$ cat config.mk
export PLATFORM = sky130hd
export DESIGN_NAME = uart_cmd_parser
export DESIGN_NICKNAME = d
export VERILOG_FILES = /design/src/rtl/uart_cmd_pkg.sv /design/src/rtl/uart_cmd_parser_line_buffer.sv /design/src/rtl/uart_cmd_parser.sv
export SDC_FILE = /design/constraint.sdc
export NUM_CORES = 1
export LEC_CHECK = 0
export CAP_MARGIN = 20
export CORE_ASPECT_RATIO = 0.7
export CORE_MARGIN = 4
export CORE_UTILIZATION = 52
export DETAILED_ROUTE_END_ITERATION = 16
export PLACE_DENSITY = 0.85
export SLEW_MARGIN = 40
export SYNTH_ARGS = -nofsm -noshare
export SYNTH_HDL_FRONTEND = slang
export SYNTH_SLANG_ARGS = --single-unit
$ cat constraint.sdc
create_clock -name clk -period 2.59 [get_ports clk]
set_input_delay 0.777 -clock clk [delete_from_list [all_inputs] [get_ports clk]]
set_output_delay 0.777 -clock clk [all_outputs]
set_load 0.005 [all_outputs]
$ cat src/rtl/uart_cmd_pkg.sv
// Shared definitions for the UART command path: response ids (also indexed by
// the response string table), control-character codes and parser states.
package uart_cmd_pkg;

    localparam logic [1:0] RESP_START = 2'd0;
    localparam logic [1:0] RESP_SHELL = 2'd1;
    localparam logic [1:0] RESP_ERROR = 2'd2;
    localparam logic [1:0] RESP_PONG  = 2'd3;

    localparam logic [7:0] ASCII_CR  = 8'h0D;
    localparam logic [7:0] ASCII_LF  = 8'h0A;
    localparam logic [7:0] ASCII_BS  = 8'h08;
    localparam logic [7:0] ASCII_DEL = 8'h7F;

    typedef enum logic [1:0] {
        ST_COLLECT,
        ST_MATCH,
        ST_RESPOND
    } state_e;

    // Storage always holds at least the four bytes the comparator inspects.
    function automatic int buf_depth(input int max_len);
        return (max_len < 4) ? 4 : max_len;
    endfunction

endpackage

$ cat src/rtl/uart_cmd_parser_line_buffer.sv
// Line buffer for the command parser: byte storage, fill length and an
// overflow flag, driven by store / backspace / clear strobes.
module line_buffer
    import uart_cmd_pkg::*;
#(
    parameter int MAX_LEN = 16
) (
    input  logic        clk,
    input  logic        rst_n,
    input  logic        store_i,
    input  logic        backspace_i,
    input  logic        clear_i,
    input  logic [7:0]  data_i,
    output logic [31:0] head_o,
    output logic [4:0]  len_o,
    output logic        overflow_o
);

    localparam int         DEPTH     = buf_depth(MAX_LEN);
    localparam logic [4:0] MAX_LEN_W = 5'(MAX_LEN);

    logic [DEPTH*8-1:0] data_q, data_d;
    logic [4:0]         len_q, len_d;
    logic               ovf_q, ovf_d;

    // Length saturates at MAX_LEN; bytes beyond that only raise the overflow flag.
    always_comb begin
        data_d = data_q;
        len_d  = len_q;
        ovf_d  = ovf_q;
        if (clear_i) begin
            len_d = '0;
            ovf_d = 1'b0;
        end else if (backspace_i) begin
            if (len_q != 5'd0) begin
                len_d = len_q - 5'd1;
            end
        end else if (store_i) begin
            if (len_q < MAX_LEN_W) begin
                data_d[{len_q, 3'b000} +: 8] = data_i;
                len_d = len_q + 5'd1;
            end else begin
                ovf_d = 1'b1;
            end
        end
    end

    always_ff @(posedge clk or negedge rst_n) begin
        if (!rst_n) begin
            data_q <= '0;
            len_q  <= '0;
            ovf_q  <= 1'b0;
        end else begin
            data_q <= data_d;
            len_q  <= len_d;
            ovf_q  <= ovf_d;
        end
    end

    assign head_o     = data_q[31:0];
    assign len_o      = len_q;
    assign overflow_o = ovf_q;

endmodule

$ cat src/rtl/uart_cmd_parser.sv
// UART command parser: collects received bytes into a line, classifies each
// terminated line and hands a response id to the TX sequencer.
module uart_cmd_parser
    import uart_cmd_pkg::*;
#(
    parameter int          MAX_LEN  = 16,
    parameter logic [31:0] CMD_PING = "PING"
) (
    input  logic       clk,
    input  logic       rst_n,
    input  logic [7:0] rx_data,
    input  logic       rx_valid,
    input  logic       resp_ready,
    output logic       resp_valid,
    output logic [1:0] resp_id,
    output logic       rx_drop,
    output logic [4:0] line_len
);

    state_e      state_q, state_d;
    logic        last_cr_q, last_cr_d;
    logic [1:0]  resp_id_q, resp_id_d;
    logic        drop_q, drop_d;

    logic        buf_store, buf_backspace, buf_clear;
    logic [31:0] buf_head;
    logic [4:0]  buf_len;
    logic        buf_ovf;
    logic [31:0] cmd_bytes;
    logic        is_ping;

    line_buffer #(.MAX_LEN(MAX_LEN)) u_line_buffer (
        .clk        (clk),
        .rst_n      (rst_n),
        .store_i    (buf_store),
        .backspace_i(buf_backspace),
        .clear_i    (buf_clear),
        .data_i     (rx_data),
        .head_o     (buf_head),
        .len_o      (buf_len),
        .overflow_o (buf_ovf)
    );

    // Buffer byte 0 is the first character received, i.e. the string's MSB.
    assign cmd_bytes = {CMD_PING[7:0], CMD_PING[15:8], CMD_PING[23:16], CMD_PING[31:24]};
    assign is_ping   = (buf_len == 5'd4) && (buf_head == cmd_bytes);

    always_comb begin
        state_d       = state_q;
        last_cr_d     = last_cr_q;
        resp_id_d     = resp_id_q;
        drop_d        = 1'b0;
        buf_store     = 1'b0;
        buf_backspace = 1'b0;
        buf_clear     = 1'b0;
        unique case (state_q)
            ST_COLLECT: begin
                if (rx_valid) begin
                    last_cr_d = 1'b0;
                    if (rx_data == ASCII_CR) begin
                        last_cr_d = 1'b1;
                        state_d   = ST_MATCH;
                    end else if (rx_data == ASCII_LF) begin
                        // The LF of a CRLF pair was already terminated by its CR.
                        if (!last_cr_q) begin
                            state_d = ST_MATCH;
                        end
                    end else if (rx_data == ASCII_BS || rx_data == ASCII_DEL) begin
                        buf_backspace = 1'b1;
                    end else begin
                        buf_store = 1'b1;
                    end
                end
            end
            ST_MATCH: begin
                drop_d    = rx_valid;
                buf_clear = 1'b1;
                state_d   = ST_RESPOND;
                if (buf_ovf) begin
                    resp_id_d = RESP_ERROR;
                end else if (buf_len == 5'd0) begin
                    resp_id_d = RESP_SHELL;
                end else if (is_ping) begin
                    resp_id_d = RESP_PONG;
                end else begin
                    resp_id_d = RESP_ERROR;
                end
            end
            ST_RESPOND: begin
                drop_d = rx_valid;
                if (resp_ready) begin
                    state_d = ST_COLLECT;
                end
            end
            default: state_d = ST_COLLECT;
        endcase
    end

    always_ff @(posedge clk or negedge rst_n) begin
        if (!rst_n) begin
            state_q   <= ST_COLLECT;
            last_cr_q <= 1'b0;
            resp_id_q <= RESP_START;
            drop_q    <= 1'b0;
        end else begin
            state_q   <= state_d;
            last_cr_q <= last_cr_d;
            resp_id_q <= resp_id_d;
            drop_q    <= drop_d;
        end
    end

    assign resp_valid = (state_q == ST_RESPOND);
    assign resp_id    = resp_id_q;
    assign rx_drop    = drop_q;
    assign line_len   = buf_len;

endmodule

* Yosys cells after proc, flatten, opt, wreduce, memory -nomap -nowiden *
Cells that the tools add are included.

word-level totals
  flip-flop bits (word level) = 140
  output and inout port bits = 9
  logic and storage cells = 76

operators by class
  add/subtract/negate cells = 3
  $lt $le $gt $ge = 1
  equal/unequal tests = 15
  shifts and indexed selects = 2
  mux-type cells = 32
  bitwise gates (word level) = 2
  reductions and logical operators = 14

operators by type and width
  kind                                                     number
  bitwise mux 128 bit                                      1
  variable shift 8 x 10 -> 128 bit (first input constant)  1
  variable part select 8 x 10 -> 128 bit                   1
  equality test 32 x 31 -> 1 bit (second input constant)   1
  two-way mux 5 bit                                        5
  equality test 8 x 4 -> 1 bit (second input constant)     3
  two-way mux 1 bit                                        18
  two-way mux 2 bit                                        7
  negation 8 -> 10 bit                                     1
  equality test 8 x 7 -> 1 bit (second input constant)     1
  AND reduction 4 bit                                      2
  != test 2 bit (second input constant)                    3
  != test 3 bit (second input constant)                    2
  case mux 2 bit (3 select lines)                          1
  AND reduction 3 bit                                      2
  nonzero test 3 bit                                       2
  adder 5 x 1 -> 5 bit (second input constant)             1
  equality test 5 x 3 -> 1 bit (second input constant)     1
  zero test 5 bit                                          1
  less-than comparator 5 bit (second input constant)       1
  nonzero test 5 bit                                       1
  subtractor 5 x 1 -> 5 bit (second input constant)        1
  != test 3 x 1 -> 1 bit (second input constant)           1
  equality test 2 x 1 -> 1 bit (second input constant)     1
  other kinds (9)                                          10

* Depth between registers and ports, before layout *
  depth after elaboration = 10
  mapped depth = 11

* Modules after synthesis *
From an unflattened synthesis, not the netlist that was laid out.

unflattened totals
  cells, all modules = 237
  area total of the unflattened synthesis = 2501.1 um^2

modules (own cells, without submodules)
  module           instances  cells an instance  area each (um^2)  sequential area each (um^2)
  line_buffer      1          182                1998.2            950.9
  uart_cmd_parser  1          55                 503.0             150.1

* Worst setup path after synthesis *
No wires, ideal clock.

  kind = input -> register
  from = in rx_data[2]
  to = reg u_line_buffer.data_q[16]
  library setup time = 0.125 ns
  arrival = 3.066 ns
  required time = 2.465 ns
  path slack = -0.602 ns
  stages = 10
  cell sequence = buf_2 nand4b_1 a2bb2oi_1 or2_2 ha_1 nand3_1 a2111o_2 or4b_1 buf_6 mux2_4

between the ends
  word-level cells in the longest chain between the ends = 9

RTL lines
  element                                                                              RTL line                           source
  from (decl)                                                                          uart_cmd_parser.sv:11              input logic [7:0] rx_data,
  equality test 8 x 4 -> 1 bit / equality test 8 x 7 -> 1 bit (equally long branches)  uart_cmd_parser.sv:68              end else if (rx_data == ASCII_BS || rx_data == ASCII_DEL) begin
  logical OR 1 bit                                                                     uart_cmd_parser.sv:68
  two-way mux 1 bit                                                                    uart_cmd_parser.sv:68
  two-way mux 1 bit                                                                    uart_cmd_parser.sv:63              end else if (rx_data == ASCII_LF) begin
  two-way mux 1 bit                                                                    uart_cmd_parser.sv:60              if (rx_data == ASCII_CR) begin
  two-way mux 1 bit                                                                    uart_cmd_parser.sv:58              if (rx_valid) begin
  two-way mux 1 bit                                                                    uart_cmd_parser.sv:56              unique case (state_q)
  inverter 1 bit (no line)                                                             --
  AND reduction 4 bit (no line)                                                        --
  to (signal assigned)                                                                 uart_cmd_parser_line_buffer.sv:54  data_q <= data_d;
  to (decl)                                                                            uart_cmd_parser_line_buffer.sv:22  logic [DEPTH*8-1:0] data_q, data_d;

Parallel ways exist; a longest one is shown, timed or not.
A chain may end at the register's enable or synchronous reset.

* Final worst setup path *
  from = in rx_data[4]
  to = reg u_line_buffer.data_q[19]

Same word-level chain as after synthesis.

==> flow_metrics.tcl <==
set metrics [dict create \
    finalCritPeriodShare 1.05 \
    wl_met2_um 2920 \
    grt_pass1_vias 2057 \
    slowest_stage "or4b_4" \
    layout_common_cells "buf_4 (50), dfrtp_1 (44), nand2_1 (28)" \
    synthArstFlopShare 1.00 \
    rows 20 \
    clock_path_buffers 2 \
    vias 1990 \
    cts_buffers 5 \
    place_congestion 0.857 \
    fin_nets 324 \
    status "finished with violations" \
    finalCriticalPeriod_ns 2.71 \
    skew_ns 0.00658 \
    core_mm2 0.00440 \
    ys_seq_area_frac 0.458 \
    crit_fanout 8 \
    drt-wirelength-per-cell_um 16.8 \
    hold_class "input port to async pin" \
    fin_area_mm2 0.00329 \
    synth_top_cell_area_share 0.458 \
    r2r_slack_ns 0 \
    cp_cell_sequence "buf_4, nand4_1, a2bb2oi_2, or2_4, ha_4, nand3_2, a2111o_2, or4b_4, mux2_4" \
    max_freq_ghz 0.368 \
    slew_headroom 0.545 \
    critical_path_class "input port to register" \
    finalSetupTns_ns -1.22 \
    die_x_um 89.3 \
    worstPathRequired_ns 2.78 \
    synthCells 228 \
    reg2reg_depth 9 \
    area_growth_pct 36.9 \
    io_buffers 20 \
    top_level_ports 21 \
    multiInputGateArea_mm2 0.00126 \
    grt_max_degree 24 \
    clkSinkCount 44 \
    cp_data_arrival_time_ns 2.91 \
    seq_area_mm2 0.00110 \
    drive_gt1_frac 0.351 \
    violations "setup timing" \
    synth.area.mux_share 0.171 \
    wl_met1_um 2710 \
    cpPeakStageDelay_ns 0.61 \
    track_usage 0.223 \
    hpwl_um 4440 \
    firstDrtPassIters 4 \
    rsz0062_at_grt "yes" \
    synth_area_mm2 0.00240 \
    nFillCells 291 \
    antenna_found_initial 0 \
    yosys.area_share.simple 0.173 \
    clk_latency_ns 0.30 \
    post-synth-top-area-cell "dfrtp_1" \
    dieArea_mm2 0.00579 \
    diodes 0 \
    viasPerCell 5.57 \
    synth_flop_cell "dfrtp_1" \
    worstReg2RegStart "u_line_buffer.len_o[0]" \
    slew_viol_final 0 \
    tightest_slew_ns 0.674 \
    synth_edf_count 0 \
    cts.reportedPaths.clkPinSlew_ns 0.09 \
    drcViolationCount 0 \
    synth_compound_gate_area_share 0.0656 \
    synthAdderAreaFrac 0.0604 \
    routed_wl_um 5980 \
    ys_seq_elements 44 \
    yosys-top-cells-area "dfrtp_1 (46%), mux2i_1 (7.9%), ha_1 (5.2%)" \
    ir_drop_mv 0.589 \
    drtAntennaViolNets 0 \
    grt_pass1_wl_um 9980 \
    ys_types 47 \
    setup_viol 17 \
    synth_top_family_by_area "simple AND/OR/NAND/NOR gates" \
    fp.dieH_um 64.9 \
    p_leak_nw 1.64 \
    final_common_cell "buf_4" \
    grt-ovfl-total 0 \
    root_buffer "clkbuf_8" \
    syn_avg_cell_area_um2 10.5 \
    postPlaceCellArea_mm2 0.00306 \
    power_density_mw_per_mm2 858 \
    synth_nets 251 \
    synth_warnings 0 \
    worstSetupEndpointType "register" \
    initial_utilization 0.546 \
    dr_wl_met3_um 310 \
    maxCapViolations 0 \
    synthXorXnorAreaFrac 0.0182 \
    fin_ws_ns -0.125 \
    h-tree-depth 2 \
    cts_tree "built" \
    drt-initial-drc-count 126 \
    power.total_mw 2.82 \
    hold_viol_final 0 \
    regToRegEndpoint "u_line_buffer.data_q[19]" \
    top_layer_used "met4" \
    cp-start-kind "input port" \
]
worst max-delay path: cells and delay by family:
kind                     cells  cell delay, ns
AO/OA/AOI/OAI                2            0.56
adder cells (fa/ha/maj)      1            0.14
AND/OR/NAND/NOR              4            0.95
multiplexers                 1            0.33
buffers and inverters        1            0.14
through the flow:
| step | instances | setup slack, ns | utilization | hold slack, ns |
|---|---|---|---|---|
| 6_report | 357 | -0.125 | 0.747 | 0.438 |
| 5_1_grt | 357 | -0.146 | 0.747 | 0.466 |
| 4_1_cts | 356 | -0.133 | 0.740 | 0.453 |
| 3_5_place_dp | 344 | -0.893 | 0.695 | 0.489 |
| 3_3_place_gp | 344 | -0.841 | 0.693 | 0.467 |
| 2_1_floorplan | 228 | -0.390 | - | 0.450 |
power breakdown:
group / switching [mW] / internal [mW] / total (mW)
Combinational: 0.665 / 0.629 / 1.29
Sequential: 0.0965 / 0.875 / 0.971
Clock: 0.241 / 0.315 / 0.556
synthesized netlist by cell type (2+ instances only):
cell type and number:
mux2_4 8, dfrtp_1 44, nor4_1 5, nor3_1 8
xnor2_1 4, a21oi_1 6, inv_1 23, nor2_1 14
nor2b_1 2, nand3_1 2, buf_2 3, nand2_1 29
nand4b_1 3, o21ai_0 3, ha_1 10, nand4_1 3
mux2_2 9, mux2i_1 19, a21o_1 2, nor4b_1 4
per-layer routing:
layer,vias to the layer above,global-route usage
met1,995,0.329
met2,51,0.340
met5,-,0
li1,940,-
met4,0,0.0446
met3,4,0.0432
sequential cells by signal, summed over array words and instances, names as in the netlist:
signal,flops
u_line_buffer.data_q,32
u_line_buffer.len_o,5
resp_id,2
state_q,2
last_cr_q,1
rx_drop,1
u_line_buffer.overflow_o,1
what timing repair did:
action / 4_1_cts / 5_1_grt
gates resized for setup: 58 / 7
setup endpoints to repair: 40 / 18
setup buffers: 4 / 2
hold buffers: 0 / 0
pin swaps: 8 / 7
endpoints found under the hold margin: 0 / 0
logic make-up (layout without fill, tap and decap cells):
kind of cell    count (synthesis)  count (layout)
mux                            36              36
xor+xnor                        5               5
flops                          44              44
simple gates                   79              79
buf+inv                        31             105
fa+ha+maj                      11              11
compound gates                 22              22
worst max path at each step:
stage	startpoint	end	cells past startpoint	slack, ns
2_1_floorplan	rx_data[0]	u_line_buffer.data_q[16]	10	-0.39
3_3_place_gp	rx_data[4]	u_line_buffer.data_q[19]	10	-0.84
3_5_place_dp	rx_data[7]	u_line_buffer.data_q[16]	10	-0.89
4_1_cts	rx_data[0]	u_line_buffer.data_q[19]	10	-0.13
5_1_grt	rx_data[4]	u_line_buffer.data_q[22]	9	-0.15
6_report	rx_data[4]	u_line_buffer.data_q[19]	9	-0.12
layout make-up:
cell class / instances / share of cell area
tap: 55 / 0.0209
clock inverter: 2 / 0.0118
multi-input combinational: 153 / 0.382
inverter: 24 / 0.0274
timing repair buffer: 73 / 0.198
sequential: 44 / 0.335
clock buffer: 6 / 0.0251
No activity file was read; power rests on OpenSTA's default activity.
